===== src/rtl/sseg_scan_if.sv =====
// Bus between a seven-segment scan controller and the logic that feeds it.
// The master supplies the value, its load strobe and the digit enables.
// The slave (the scan controller) returns the digit drive and status signals.
interface sseg_scan_if;
  logic [15:0] value;
  logic        load;
  logic [3:0]  digit_en;
  logic [3:0]  num;
  logic [3:0]  an;
  logic [1:0]  digit_idx;
  logic        pending;
  logic        frame_start;

  modport master (
    output value, load, digit_en,
    input  num, an, digit_idx, pending, frame_start
  );

  modport slave (
    input  value, load, digit_en,
    output num, an, digit_idx, pending, frame_start
  );
endinterface


===== src/rtl/sseg_scan_ctrl.sv =====
// Four-digit seven-segment scan controller.
// Each digit is lit for TICK_DIV cycles, then all anodes are off for BLANK_CYC
// cycles to suppress ghosting. New values wait in a shadow register and are
// committed only at the frame boundary, so a digit is never torn.
module sseg_scan_ctrl #(
  parameter int TICK_DIV  = 100000,
  parameter int BLANK_CYC = 2000,
  parameter int LZB       = 1
) (
  input logic       clk,
  input logic       reset,
  sseg_scan_if.slave bus
);

  typedef enum logic {SHOW, BLANK} state_t;

  localparam logic [23:0] SHOW_LAST  = 24'(TICK_DIV - 1);
  localparam logic [23:0] BLANK_LAST = (BLANK_CYC > 0) ? 24'(BLANK_CYC - 1) : 24'd0;
  localparam bit          NO_BLANK   = (BLANK_CYC == 0);

  state_t      state_q, state_n;
  logic [1:0]  idx_q, idx_n;
  logic [23:0] cnt_q, cnt_n;
  logic [15:0] disp_q, disp_n;
  logic [15:0] shadow_q, shadow_n;
  logic        pending_q, pending_n;
  logic        fs_q;
  logic        boot_q;
  logic [3:0]  num_q, num_n;
  logic [3:0]  an_q, an_n;
  logic        wrap;

  // A digit is dark when disabled, or (with LZB) when it and every digit
  // above it hold zero. Digit 0 always shows so a zero value reads "0".
  function automatic logic digit_dark(input logic [15:0] d, input logic [1:0] k,
                                      input logic [3:0] en);
    logic upper_zero;
    upper_zero = 1'b1;
    for (int j = 0; j < 4; j++)
      if (j >= int'(k) && d[4*j +: 4] != 4'h0) upper_zero = 1'b0;
    return !en[k] || ((LZB != 0) && (k != 2'd0) && upper_zero);
  endfunction

  // Next state, commit and output values, so every output is registered
  // together with the state it belongs to.
  always_comb begin
    state_n   = state_q;
    idx_n     = idx_q;
    cnt_n     = cnt_q + 24'd1;
    wrap      = 1'b0;
    case (state_q)
      SHOW: begin
        if (cnt_q == SHOW_LAST) begin
          cnt_n = 24'd0;
          if (NO_BLANK) begin
            idx_n = idx_q + 2'd1;
            wrap  = (idx_q == 2'd3);
          end else begin
            state_n = BLANK;
          end
        end
      end
      BLANK: begin
        if (cnt_q == BLANK_LAST) begin
          cnt_n   = 24'd0;
          state_n = SHOW;
          idx_n   = idx_q + 2'd1;
          wrap    = (idx_q == 2'd3);
        end
      end
      default: begin
        state_n = SHOW;
        cnt_n   = 24'd0;
      end
    endcase

    // A load landing on the commit edge goes straight to the display.
    shadow_n  = bus.load ? bus.value : shadow_q;
    disp_n    = disp_q;
    pending_n = pending_q;
    if (wrap) begin
      pending_n = 1'b0;
      if (bus.load)       disp_n = bus.value;
      else if (pending_q) disp_n = shadow_q;
    end else if (bus.load) begin
      pending_n = 1'b1;
    end

    num_n = num_q;
    an_n  = 4'b1111;
    if (state_n == SHOW) begin
      num_n = disp_n[{idx_n, 2'b00} +: 4];
      if (!digit_dark(disp_n, idx_n, bus.digit_en))
        an_n = ~(4'b0001 << idx_n);
    end
  end

  // State, counter, buffers and registered outputs.
  always_ff @(posedge clk) begin
    if (reset) begin
      state_q   <= SHOW;
      idx_q     <= 2'd0;
      cnt_q     <= 24'd0;
      disp_q    <= 16'h0000;
      shadow_q  <= 16'h0000;
      pending_q <= 1'b0;
      fs_q      <= 1'b0;
      boot_q    <= 1'b1;
      num_q     <= 4'h0;
      an_q      <= bus.digit_en[0] ? 4'b1110 : 4'b1111;
    end else begin
      state_q   <= state_n;
      idx_q     <= idx_n;
      cnt_q     <= cnt_n;
      disp_q    <= disp_n;
      shadow_q  <= shadow_n;
      pending_q <= pending_n;
      fs_q      <= wrap | boot_q;
      boot_q    <= 1'b0;
      num_q     <= num_n;
      an_q      <= an_n;
    end
  end

  assign bus.num         = num_q;
  assign bus.an          = an_q;
  assign bus.digit_idx   = idx_q;
  assign bus.pending     = pending_q;
  assign bus.frame_start = fs_q;

endmodule


===== src/flat_wrapper.sv =====
// flat-port wrapper written by rule: the top's interface ports become plain ports
module sseg_scan_ctrl_flat 
#(
  parameter int TICK_DIV  = 100000,
  parameter int BLANK_CYC = 2000,
  parameter int LZB       = 1
)
  (clk, reset, bus_value, bus_load, bus_digit_en, bus_num, bus_an, bus_digit_idx, bus_pending, bus_frame_start);
  sseg_scan_if bus_i ();
  input logic clk;
  input logic reset;
  input wire logic [$bits(bus_i.value)-1:0] bus_value;
  input wire logic [$bits(bus_i.load)-1:0] bus_load;
  input wire logic [$bits(bus_i.digit_en)-1:0] bus_digit_en;
  output wire logic [$bits(bus_i.num)-1:0] bus_num;
  output wire logic [$bits(bus_i.an)-1:0] bus_an;
  output wire logic [$bits(bus_i.digit_idx)-1:0] bus_digit_idx;
  output wire logic [$bits(bus_i.pending)-1:0] bus_pending;
  output wire logic [$bits(bus_i.frame_start)-1:0] bus_frame_start;
  assign bus_i.value = bus_value;
  assign bus_i.load = bus_load;
  assign bus_i.digit_en = bus_digit_en;
  assign bus_num = bus_i.num;
  assign bus_an = bus_i.an;
  assign bus_digit_idx = bus_i.digit_idx;
  assign bus_pending = bus_i.pending;
  assign bus_frame_start = bus_i.frame_start;
  sseg_scan_ctrl #(.TICK_DIV(TICK_DIV), .BLANK_CYC(BLANK_CYC), .LZB(LZB)) u_core (.clk(clk), .reset(reset), .bus(bus_i));
endmodule

===== config.mk =====
export PLATFORM = sky130hd
export DESIGN_NAME = sseg_scan_ctrl_flat
export DESIGN_NICKNAME = d
export VERILOG_FILES = /design/src/rtl/sseg_scan_if.sv /design/src/rtl/sseg_scan_ctrl.sv /design/src/flat_wrapper.sv
export SDC_FILE = /design/constraint.sdc
export NUM_CORES = 1
export LEC_CHECK = 0
export CAP_MARGIN = 20
export CORE_ASPECT_RATIO = 1.2
export CORE_MARGIN = 5
export CORE_UTILIZATION = 40
export CTS_CLUSTER_DIAMETER = 120
export CTS_CLUSTER_SIZE = 16
export DETAILED_ROUTE_END_ITERATION = 10
export GPL_TIMING_DRIVEN = 1
export SYNTH_ARGS = -nofsm -noshare
export SYNTH_HDL_FRONTEND = slang
export SYNTH_SLANG_ARGS = --single-unit
export TNS_END_PERCENT = 1

===== constraint.sdc =====
create_clock -name clk -period 3.4 [get_ports clk]
set_input_delay 1.02 -clock clk [delete_from_list [all_inputs] [get_ports clk]]
set_output_delay 1.02 -clock clk [all_outputs]
set_load 0.03 [all_outputs]

==> results.cfg, run 1 <==
[status]
status = complete, no violations

[global_route]
grt_pass1_vias = 2881
grt_overflow = 0
grt_max_degree = 39
grt_pass1_wl_um = 14300
antenna_found_initial = 0
track_usage_pct = 17.2

[sta]
period_needed_ps = 2990
max_clock_freq_ghz = 0.335
setup_viol = 0
finalCritPeriodShare_pct = 87.9
slew_headroom_pct = 55.2
setup_tns_ps = 0
rsz0062_at_grt = false
worst_pin_slew_ps = 665
slew_violations = 0
setup_ws_ps = 412
hold_viol_final = 0
finalClockSkew_ps = 10.1

[worst_setup_path]
worst_path_max_delay_cell = and4_1
critPathLaunchType = flop
worstPathArrival_ps = 3200
cp_max_fo = 11
crit_path_cell_trace = nor4b_1 > and4_1 > nand4_4 > buf_4 > o221ai_2 > o22ai_1 > a2111oi_0 > nor3_1
worst_ep_required_time_ps = 3610
worst_path_largest_cell_delay_ps = 560
path_class = flop to flop
critPathCaptureType = flop

[drt]
ant_nets = 0
postRouteWirelength_um = 8660
drc = 0
post_drt_wl_per_cell_um = 15.8
initialDrtViolationCount = 170
vias_per_cell = 5.51
vias = 3023
first_pass_iters = 4

[cells_and_area]
nets = 455
drive_above_1_share_pct = 10.1
area_growth_pct = 22.3
finalInstanceArea_um2 = 4120
layoutNonFillerInstCount = 549
multi_input_area_um2 = 1860
antenna_cells = 0
regArea_um2 = 1400
fillers = 777

[yosys]
synth_cells = 391
synthMuxAreaShare_pct = 6.36
synth.net_count = 416
yosysWarnings = 0
seq_area_frac_synth_pct = 41.6
synthSimpleGateAreaFrac_pct = 26.9
synth-seq-cells = 70
synth_edf_count = 0
synth_fa_ha_area_share_pct = 0.743
synth_top_flop_cell = dfxtp_1
async_reset_ff_share_pct = 0
syn_area_per_cell_um2 = 8.61
yosysUniqueCellTypes = 57
syn_area_um2 = 3370
synth_xor_area_share_pct = 5.99
synth-compound-area-share_pct = 15.2
synth_top_family_by_area = simple AND/OR/NAND/NOR gates

[clock_tree]
tritoncts = built
cts_buffers = 9
clkSinkCount = 70
h-tree-depth = 3
clock_latency_ps = 350
clk_pin_slew_ps = 70
ctsHoldBuffers = 0
cts-root-buf = clkbuf_8
cts_setup_buffers = 0
cts.path.max_buffers = 2
cts_resized = 0

[floorplanning]
initial_utilization_pct = 41.3
num_rows = 36
die_area_um2 = 10400
core_um2 = 8150
die_y_um = 110
floorplan.io_pins = 35
dieWidth_um = 93.7

[run]
cap_violations = 0

[placed_design]
dp_hpwl_um = 6180
port_buffers = 34
gp_congestion = 0.826
placed_cells = 533
dp_slack_ps = 136
placed_area_um2 = 3870

[power_and_ir_drop]
power_density_nw_per_um2 = 439
p_sw_mw = 0.384
peakVddDrop_v = 0.000190
pwr-share-comb_pct = 6.8
sw_frac_of_total_pct = 21.2
power_mw = 1.81
leakage_nw = 1.55
pwr-share-seq_pct = 47.0
p_int_mw = 1.42
pwr-share-clk_pct = 46.3

[min_path]
hold_class = flop to flop
[per-layer routing]
metal	track usage [%]	up-vias	part of all wire, %
met2	28.9	84	52
met3	3.74	16	4.4
li1	-	1493	-
met4	8.00	0	2.8
met1	20.4	1430	41
met5	0	-	0
[state kept, by name, summed over array words and instances (netlist names)]
name,flops
u_core.bus.digit_idx,2
u_core.bus.an,4
u_core.bus.frame_start,1
u_core.boot_q,1
u_core.bus.pending,1
u_core.cnt_q,24
u_core.bus.num,4
u_core.disp_q,16
u_core.state_q,1
u_core.shadow_q,16
[worst max-delay path, delay by kind of cell, from the launching register on]
kind                   cells  cell delay (ps)
DFF                        1              420
buffers and inverters      1              250
AOI/OAI and AO/OA          3              880
and+or+nand+nor            4             1310
[layout by cell type, fill, tap and decap left out, types with 3 or more instances in the layout]
cell type and count:
nand3_1 14, dfxtp_1 70, o221ai_2 3, o22ai_1 5, o21ai_0 3, a211oi_1 3
a31oi_1 15, clkdlybuf4s50_1 34, and3_1 3, nand4_1 9, nand2_1 9, nor4_1 4
xor2_1 10, inv_1 6, nor2_1 109, a21oi_1 3, clkbuf_8 11, o32ai_1 3
nor3_1 12, nand2b_1 3, and4_1 3, buf_4 14, bufinv_16 3, a211o_1 3
o221ai_1 14, mux2i_1 18, xnor2_1 13
[synth_stat cells (2+ instances only)]
cell type,instances,area share (%)
or2_2,2,0.37
nor2b_1,2,0.37
or3_1,2,0.37
nand4_1,9,1.7
clkbuf_1,10,1.1
and3_1,3,0.56
buf_1,4,0.45
a31oi_1,15,2.8
nand2b_1,3,0.56
o21bai_1,2,0.45
nor3_1,12,1.8
nand3_1,14,2.1
nor4b_1,2,0.52
o21ai_0,3,0.45
dfxtp_1,70,42
ha_1,2,0.74
o221ai_2,3,1.3
nor4_1,4,0.74
a211o_1,3,0.78
buf_2,5,0.74
o22ai_1,5,0.93
inv_1,6,0.67
nand2_1,9,1.0
o32ai_1,3,0.78
xnor2_1,13,3.4
nor2_1,109,12
o221ai_1,14,3.6
a21oi_1,3,0.45
xor2_1,10,2.6
and4_1,3,0.78
mux2i_1,18,5.4
a211oi_1,3,0.67
[logic make-up after synthesis]
group,Yosys count
AO/OA/AOI/OAI,65
XOR/XNOR,23
adder cells (fa/ha/maj),2
buffers and inverters,26
flip-flops,70
multiplexers,20
AND/OR/NAND/NOR,185
[path summary, 6_finish.rpt]
kind                                                  start                                end  slack (ps)  depth (start not counted)
worst max-delay path            u_core.cnt_q[10]$_SDFF_PP0_     u_core.bus.num[2]$_SDFFE_PP0N_         410                          8
worst min-delay path                  u_core.boot_q$_DFF_P_  u_core.bus.frame_start$_SDFF_PP0_         440                          2
worst max register to register  u_core.cnt_q[10]$_SDFF_PP0_     u_core.bus.num[2]$_SDFFE_PP0N_         410                          8
worst min register to register        u_core.boot_q$_DFF_P_  u_core.bus.frame_start$_SDFF_PP0_         440                          2
[final cells by class]
class / count / share of cell area, %
flip-flops and latches: 70 / 34.0
repair buffers: 48 / 10.8
multi-input cells: 295 / 45.1
well taps: 114 / 3.46
clock inverters: 3 / 2.19
inverters: 6 / 0.547
clock buffers: 13 / 3.86
[power by group through the flow]
stage / Combinational (mW) / Clock [mW] / Sequential, mW
2_1_floorplan: 0.0673 / 0 / 0.869
3_3_place_gp: 0.123 / 0 / 0.868
3_5_place_dp: 0.123 / 0 / 0.868
4_1_cts: 0.124 / 0.858 / 0.849
5_1_grt: 0.135 / 0.890 / 0.851
6_report: 0.123 / 0.837 / 0.849
[stage by stage]
step / hold WS (ps) / util (%)
after floorplan: 416 / -
after global placement: 421 / 47.5
after detailed placement: 431 / 47.5
after CTS: 449 / 50.5
after global routing: 480 / 50.5
final: 443 / 50.5
Note: power is estimated with default switching activity, not from simulation.
==> run 2, diff against run 1 <==
--- a/config.mk
+++ b/config.mk
@@ -12,7 +12,8 @@
 export CTS_CLUSTER_DIAMETER = 120
 export CTS_CLUSTER_SIZE = 16
 export DETAILED_ROUTE_END_ITERATION = 10
-export GPL_TIMING_DRIVEN = 1
+export GPL_TIMING_DRIVEN = 0
+export MAX_ROUTING_LAYER = met4
 export SYNTH_ARGS = -nofsm -noshare
 export SYNTH_HDL_FRONTEND = slang
 export SYNTH_SLANG_ARGS = --single-unit
==> run 2 against run 1 <==
  * Largest cell class unchanged
  * Clock skew increased by 1.8 ps
  * First-iteration DRC count decreased by 5.9%
  * Final cell count increased by 0.73%
  * Critical path depth decreased by 1
  * Maximum frequency increased by 1.1%
  * Utilization decreased by 0.83 points
  * Register-to-register slack improved by 30 ps
  * Non-clock buffer count increased by 5
  * Global-route usage increased by 1.8 points
  * Clock-buffer cell count decreased by 4
  * Via count increased by 1.1%
==> results.cfg, run 2 (same netlist as run 1, synthesis figures left out) <==
[worst_setup_path]
worstPathArrival_ps = 3180
r2r_end = u_core.bus.num[2]$_SDFFE_PP0N_
path_class = flop to flop
reg2regPathDepth = 7
worst_ep_required_time_ps = 3630
critPathCaptureType = flop
critPathLaunchType = flop
crit_path_cell_trace = or4b_4 > nor3_4 > nand4_4 > o221ai_1 > o32ai_1 > a2111oi_0 > nor3_1
critPathBufInv = 0
worst_path_max_delay_cell = or4b_4
worst_path_largest_cell_delay_ps = 600
crit_family = simple AND/OR/NAND/NOR gates
r2r_start = u_core.cnt_q[4]$_SDFF_PP0_
cp_max_fo = 9
r2r_setup_slack_ps = 440

[global_route]
antenna_found_initial = 0
track_usage_pct = 18.9
grt_pass1_wl_um = 15100
grt_overflow = 0
grt_pass1_vias = 2992
grt_max_degree = 13

[sta]
slew_headroom_pct = 51.9
worst_pin_slew_ps = 722
finalCritPeriodShare_pct = 86.9
holdWs_ps = 461
setup_ws_ps = 445
period_needed_ps = 2960
rsz0062_at_grt = false
setup_tns_ps = 0
max_clock_freq_ghz = 0.338
slew_violations = 0
hold_viol_final = 0
setup_viol = 0
finalClockSkew_ps = 11.9

[clock_tree]
ctsHoldBuffers = 0
tritoncts = built
cts_buffers = 9
clkSinkCount = 70
cts-root-buf = clkbuf_8
cts_setup_buffers = 0
clk_pin_slew_ps = 80
clock_latency_ps = 360
h-tree-depth = 3
cts.path.max_buffers = 2
cts_resized = 0

[run]
cap_violations = 0

[cells_and_area]
final_util_pct = 49.7
layoutNonFillerInstCount = 553
reg.largest.list = u_core.cnt_q: 24 flops, u_core.disp_q: 16 flops, u_core.shadow_q: 16 flops
largest_reg_flops = 24
layout_commonest_cell = nor2_1
nets = 460
final_cell_mix = 109 x nor2_1, 70 x dfxtp_1, 33 x clkdlybuf4s50_1
antenna_cells = 0
area_growth_pct = 20.3
regMostFlops = u_core.cnt_q
drive_above_1_share_pct = 8.43
fillers = 803

[floorplanning]
num_rows = 36
initial_utilization_pct = 41.3
die_area_um2 = 10400
die_y_um = 110
floorplan.io_pins = 35
dieWidth_um = 93.7
core_um2 = 8150

[drt]
drc = 0
initialDrtViolationCount = 160
ant_nets = 0
first_pass_iters = 4
post_drt_wl_per_cell_um = 16.5
vias = 3055
vias_per_cell = 5.52
postRouteWirelength_um = 9150

[status]
status = complete, no violations

[placed_design]
placed_cells = 538
port_buffers = 33
gp_congestion = 0.889
dp_slack_ps = 37.1
dp_hpwl_um = 6590

[power_and_ir_drop]
leakage_nw = 1.51
peakVddDrop_v = 0.000195
power_density_nw_per_um2 = 424

[min_path]
min_to = u_core.cnt_q[0]$_SDFF_PP0_
worstHoldStart = u_core.cnt_q[0]$_SDFF_PP0_
hold_class = flop to flop
min_path_cells = 1
[run 2: changes by cell type in the layout (fill, tap and decap cells not counted)]
cell / before / now
buf_4: 14 / 1
clkbuf_1: 2 / 10
buf_2: 0 / 5
buf_1: 0 / 4
clkbuf_8: 11 / 9
clkinv_2: 0 / 2
clkinv_4: 0 / 2
bufinv_16: 3 / 2
clkdlybuf4s50_1: 34 / 33
[run 2: layer usage]
metal  part of all wire, %  up-vias  global-route usage [%]
li1                      -     1505                       -
met1                    43     1443                    21.9
met2                    49       84                    30.4
met3                   4.7       23                    4.01
met4                   3.6        0                    10.0
met5                     0        -                       -
[run 2: worst max-delay path by stage]
stage | from | to | slack [ps] | depth (start not counted)
global route | bus_load | u_core.bus.num[3]$_SDFFE_PP0N_ | 220 | 9
global placement | bus_load | u_core.shadow_q[14]$_SDFFE_PP0P_ | 60 | 6
CTS | bus_load | u_core.shadow_q[12]$_SDFFE_PP0P_ | 410 | 6
floorplan | bus_load | u_core.bus.num[2]$_SDFFE_PP0N_ | 610 | 10
detailed placement | bus_load | u_core.shadow_q[12]$_SDFFE_PP0P_ | 40 | 6
finish | u_core.cnt_q[4]$_SDFF_PP0_ | u_core.bus.num[2]$_SDFFE_PP0N_ | 440 | 7
[run 2: area by class of cell]
type                    count  area (µm²)  area share, %
clock buffers               9         124           3.06
repair buffers             33         330           8.16
clock inverters             6        87.6           2.16
flip-flops and latches     70        1400           34.6
inverters                   6        22.5          0.556
plain buffers              20        85.1           2.10
multi-input cells         295        1860           45.8
well taps                 114         143           3.52
[run 2: where the power goes]
part           internal, mW  leakage, nW  total [mW]  switching (mW)
clock network         0.409        0.109       0.745           0.336
logic                0.0582        0.833       0.125          0.0672
registers             0.837        0.569       0.848          0.0117
[run 2: metrics by stage]
step	area (µm²)	total power [mW]
after floorplan	3370	0.936
after CTS	4050	1.73
after global routing	4050	1.80
after global placement	3840	0.991
after detailed placement	3840	0.993
final	4050	1.72
[run 2: worst register-to-register path: stages, from the launching register on]
cell       delay (ps)
dfxtp_1           370
or4b_4            600
nor3_4            320
nand4_4           230
o221ai_1          480
o32ai_1           170
a2111oi_0         560
nor3_1            100
==> run 3, diff against run 2 <==
--- a/config.mk
+++ b/config.mk
@@ -13,7 +13,7 @@
 export CTS_CLUSTER_SIZE = 16
 export DETAILED_ROUTE_END_ITERATION = 10
 export GPL_TIMING_DRIVEN = 0
-export MAX_ROUTING_LAYER = met4
+export PLACE_DENSITY_LB_ADDON = 0.1
 export SYNTH_ARGS = -nofsm -noshare
 export SYNTH_HDL_FRONTEND = slang
 export SYNTH_SLANG_ARGS = --single-unit
==> constraint.sdc (replaced) <==
create_clock -name clk -period 3.4 [get_ports clk]
set_input_delay 0.34 -clock clk [delete_from_list [all_inputs] [get_ports clk]]
set_output_delay 0.34 -clock clk [all_outputs]
set_load 0.03 [all_outputs]
==> run 3 against run 2 <==
  * First-iteration DRC count down 0.63%
  * Design area up 0.90%
  * Sequential power about the same
==> results.cfg, run 3 (same netlist as run 1, synthesis figures left out) <==
[status]
status = complete, no violations

[sta]
hold_viol_final = 0
slew_headroom_pct = 52.2
finalClockSkew_ps = 12.9
setup_tns_ps = 0
setup_viol = 0
max_clock_freq_ghz = 0.341
slew_violations = 0
rsz0062_at_grt = false
period_needed_ps = 2930
worst_pin_slew_ps = 717
finalCritPeriodShare_pct = 86.3

[floorplanning]
dieWidth_um = 93.7
floorplan.io_pins = 35
num_rows = 36
core_um2 = 8150
die_area_um2 = 10400
initial_utilization_pct = 41.3
die_y_um = 110

[placed_design]
gp_congestion = 0.915
dp_hpwl_um = 6740
placed_cells = 538
port_buffers = 33
placed_area_um2 = 3840

[drt]
vias_per_cell = 5.52
postRouteWirelength_um = 9070
initialDrtViolationCount = 159
drc = 0
first_pass_iters = 4
ant_nets = 0
post_drt_wl_per_cell_um = 16.4
vias = 3057

[worst_setup_path]
worst_path_largest_cell_delay_ps = 580
critPathLaunchType = flop
critPathCaptureType = flop
worstPathArrival_ps = 3160
crit_path_cell_trace = nor4b_1 > and4_1 > buf_2 > buf_2 > a31oi_1 > o221ai_2 > o22ai_1 > a2111oi_0 > nor3_1
worst_ep_required_time_ps = 3620
path_class = flop to flop
worst_path_max_delay_cell = a2111oi_0
crit_family = compound AO/OA/AOI/OAI gates
cpMostUsedCell = buf_2
critPathBufInv = 2
cp_max_fo = 10

[power_and_ir_drop]
leakage_nw = 1.52
peakVddDrop_v = 0.000284
pwr-share-seq_pct = 46.8
sw_frac_of_total_pct = 22.6
pwr-share-clk_pct = 46.3
pwr-share-comb_pct = 6.9
power_density_nw_per_um2 = 444
p_int_mw = 1.40
p_sw_mw = 0.409

[clock_tree]
h-tree-depth = 3
cts_buffers = 9
clkSinkCount = 70
cts_resized = 0
tritoncts = built
cts.path.max_buffers = 2
ctsHoldBuffers = 0
clock_latency_ps = 360
cts_setup_buffers = 0
clk_pin_slew_ps = 70
cts-root-buf = clkbuf_8

[cells_and_area]
nets = 460
fillers = 797
layoutNonFillerInstCount = 554
layout_commonest_cell = nor2_1
reg.largest.list = u_core.cnt_q: 24 flops, u_core.disp_q: 16 flops, u_core.shadow_q: 16 flops
antenna_cells = 0
drive_above_1_share_pct = 8.41
finalInstanceArea_um2 = 4090
largest_reg_flops = 24
regMostFlops = u_core.cnt_q
final_cell_mix = 109 x nor2_1, 70 x dfxtp_1, 33 x clkdlybuf4s50_1
final_util_pct = 50.1
area_growth_pct = 21.4

[global_route]
grt_max_degree = 13
grt_pass1_wl_um = 15200
antenna_found_initial = 0
grt_pass1_vias = 3070
track_usage_pct = 18.3
grt_overflow = 0

[min_path]
hold_class = flop to flop

[run]
cap_violations = 0
[run 3: power groups by stage]
stage | registers [mW] | logic [mW] | clock network (mW)
finish | 0.848 | 0.126 | 0.839
global route | 0.850 | 0.139 | 0.889
CTS | 0.848 | 0.126 | 0.851
detailed placement | 0.867 | 0.125 | 0
global placement | 0.867 | 0.124 | 0
floorplan | 0.869 | 0.0673 | 0
[run 3: layout make-up]
class | instances | area [µm²] | area share (%)
Buffer | 20 | 85.1 | 2.08
Clock buffer | 11 | 141 | 3.46
Clock inverter | 5 | 106 | 2.60
Inverter | 6 | 22.5 | 0.551
Multi-Input combinational cell | 295 | 1860 | 45.4
Sequential cell | 70 | 1400 | 34.3
Tap cell | 114 | 143 | 3.49
Timing Repair Buffer | 33 | 330 | 8.08
[run 3: worst paths after layout]
check / from / end / slack [ps] / cells after the start
setup / recovery: u_core.cnt_q[10]$_SDFF_PP0_ / u_core.bus.num[2]$_SDFFE_PP0N_ / 470 / 9
hold reg to reg: u_core.boot_q$_DFF_P_ / u_core.bus.frame_start$_SDFF_PP0_ / 450 / 2
setup reg to reg: u_core.cnt_q[10]$_SDFF_PP0_ / u_core.bus.num[2]$_SDFFE_PP0N_ / 470 / 9
hold / removal: u_core.boot_q$_DFF_P_ / u_core.bus.frame_start$_SDFF_PP0_ / 450 / 2
[run 3: routing by layer]
| layer | global-route usage, % | vias up | share of wire, % |
|---|---|---|---|
| met5 | 0 | - | 0 |
| met3 | 3.20 | 16 | 3.6 |
| met1 | 20.9 | 1472 | 42 |
| li1 | - | 1505 | - |
| met4 | 8.29 | 0 | 2.6 |
| met2 | 32.7 | 64 | 52 |
[run 3: metrics by stage]
step | hold slack (ps) | worst slack, ps | power (mW)
floorplan | 368 | 1020 | 0.936
global placement | 428 | 483 | 0.991
detailed placement | 435 | 464 | 0.993
CTS | 452 | 439 | 1.82
global route | 457 | 176 | 1.88
finish | 446 | 467 | 1.81
[run 3: worst register-to-register path, delay by kind of cell (launching register included)]
| family | cells | cell delay [ps] |
|---|---|---|
| buffers and inverters | 2 | 550 |
| flip-flops | 1 | 410 |
| AO/OA/AOI/OAI | 4 | 940 |
| AND/OR/NAND/NOR | 3 | 900 |
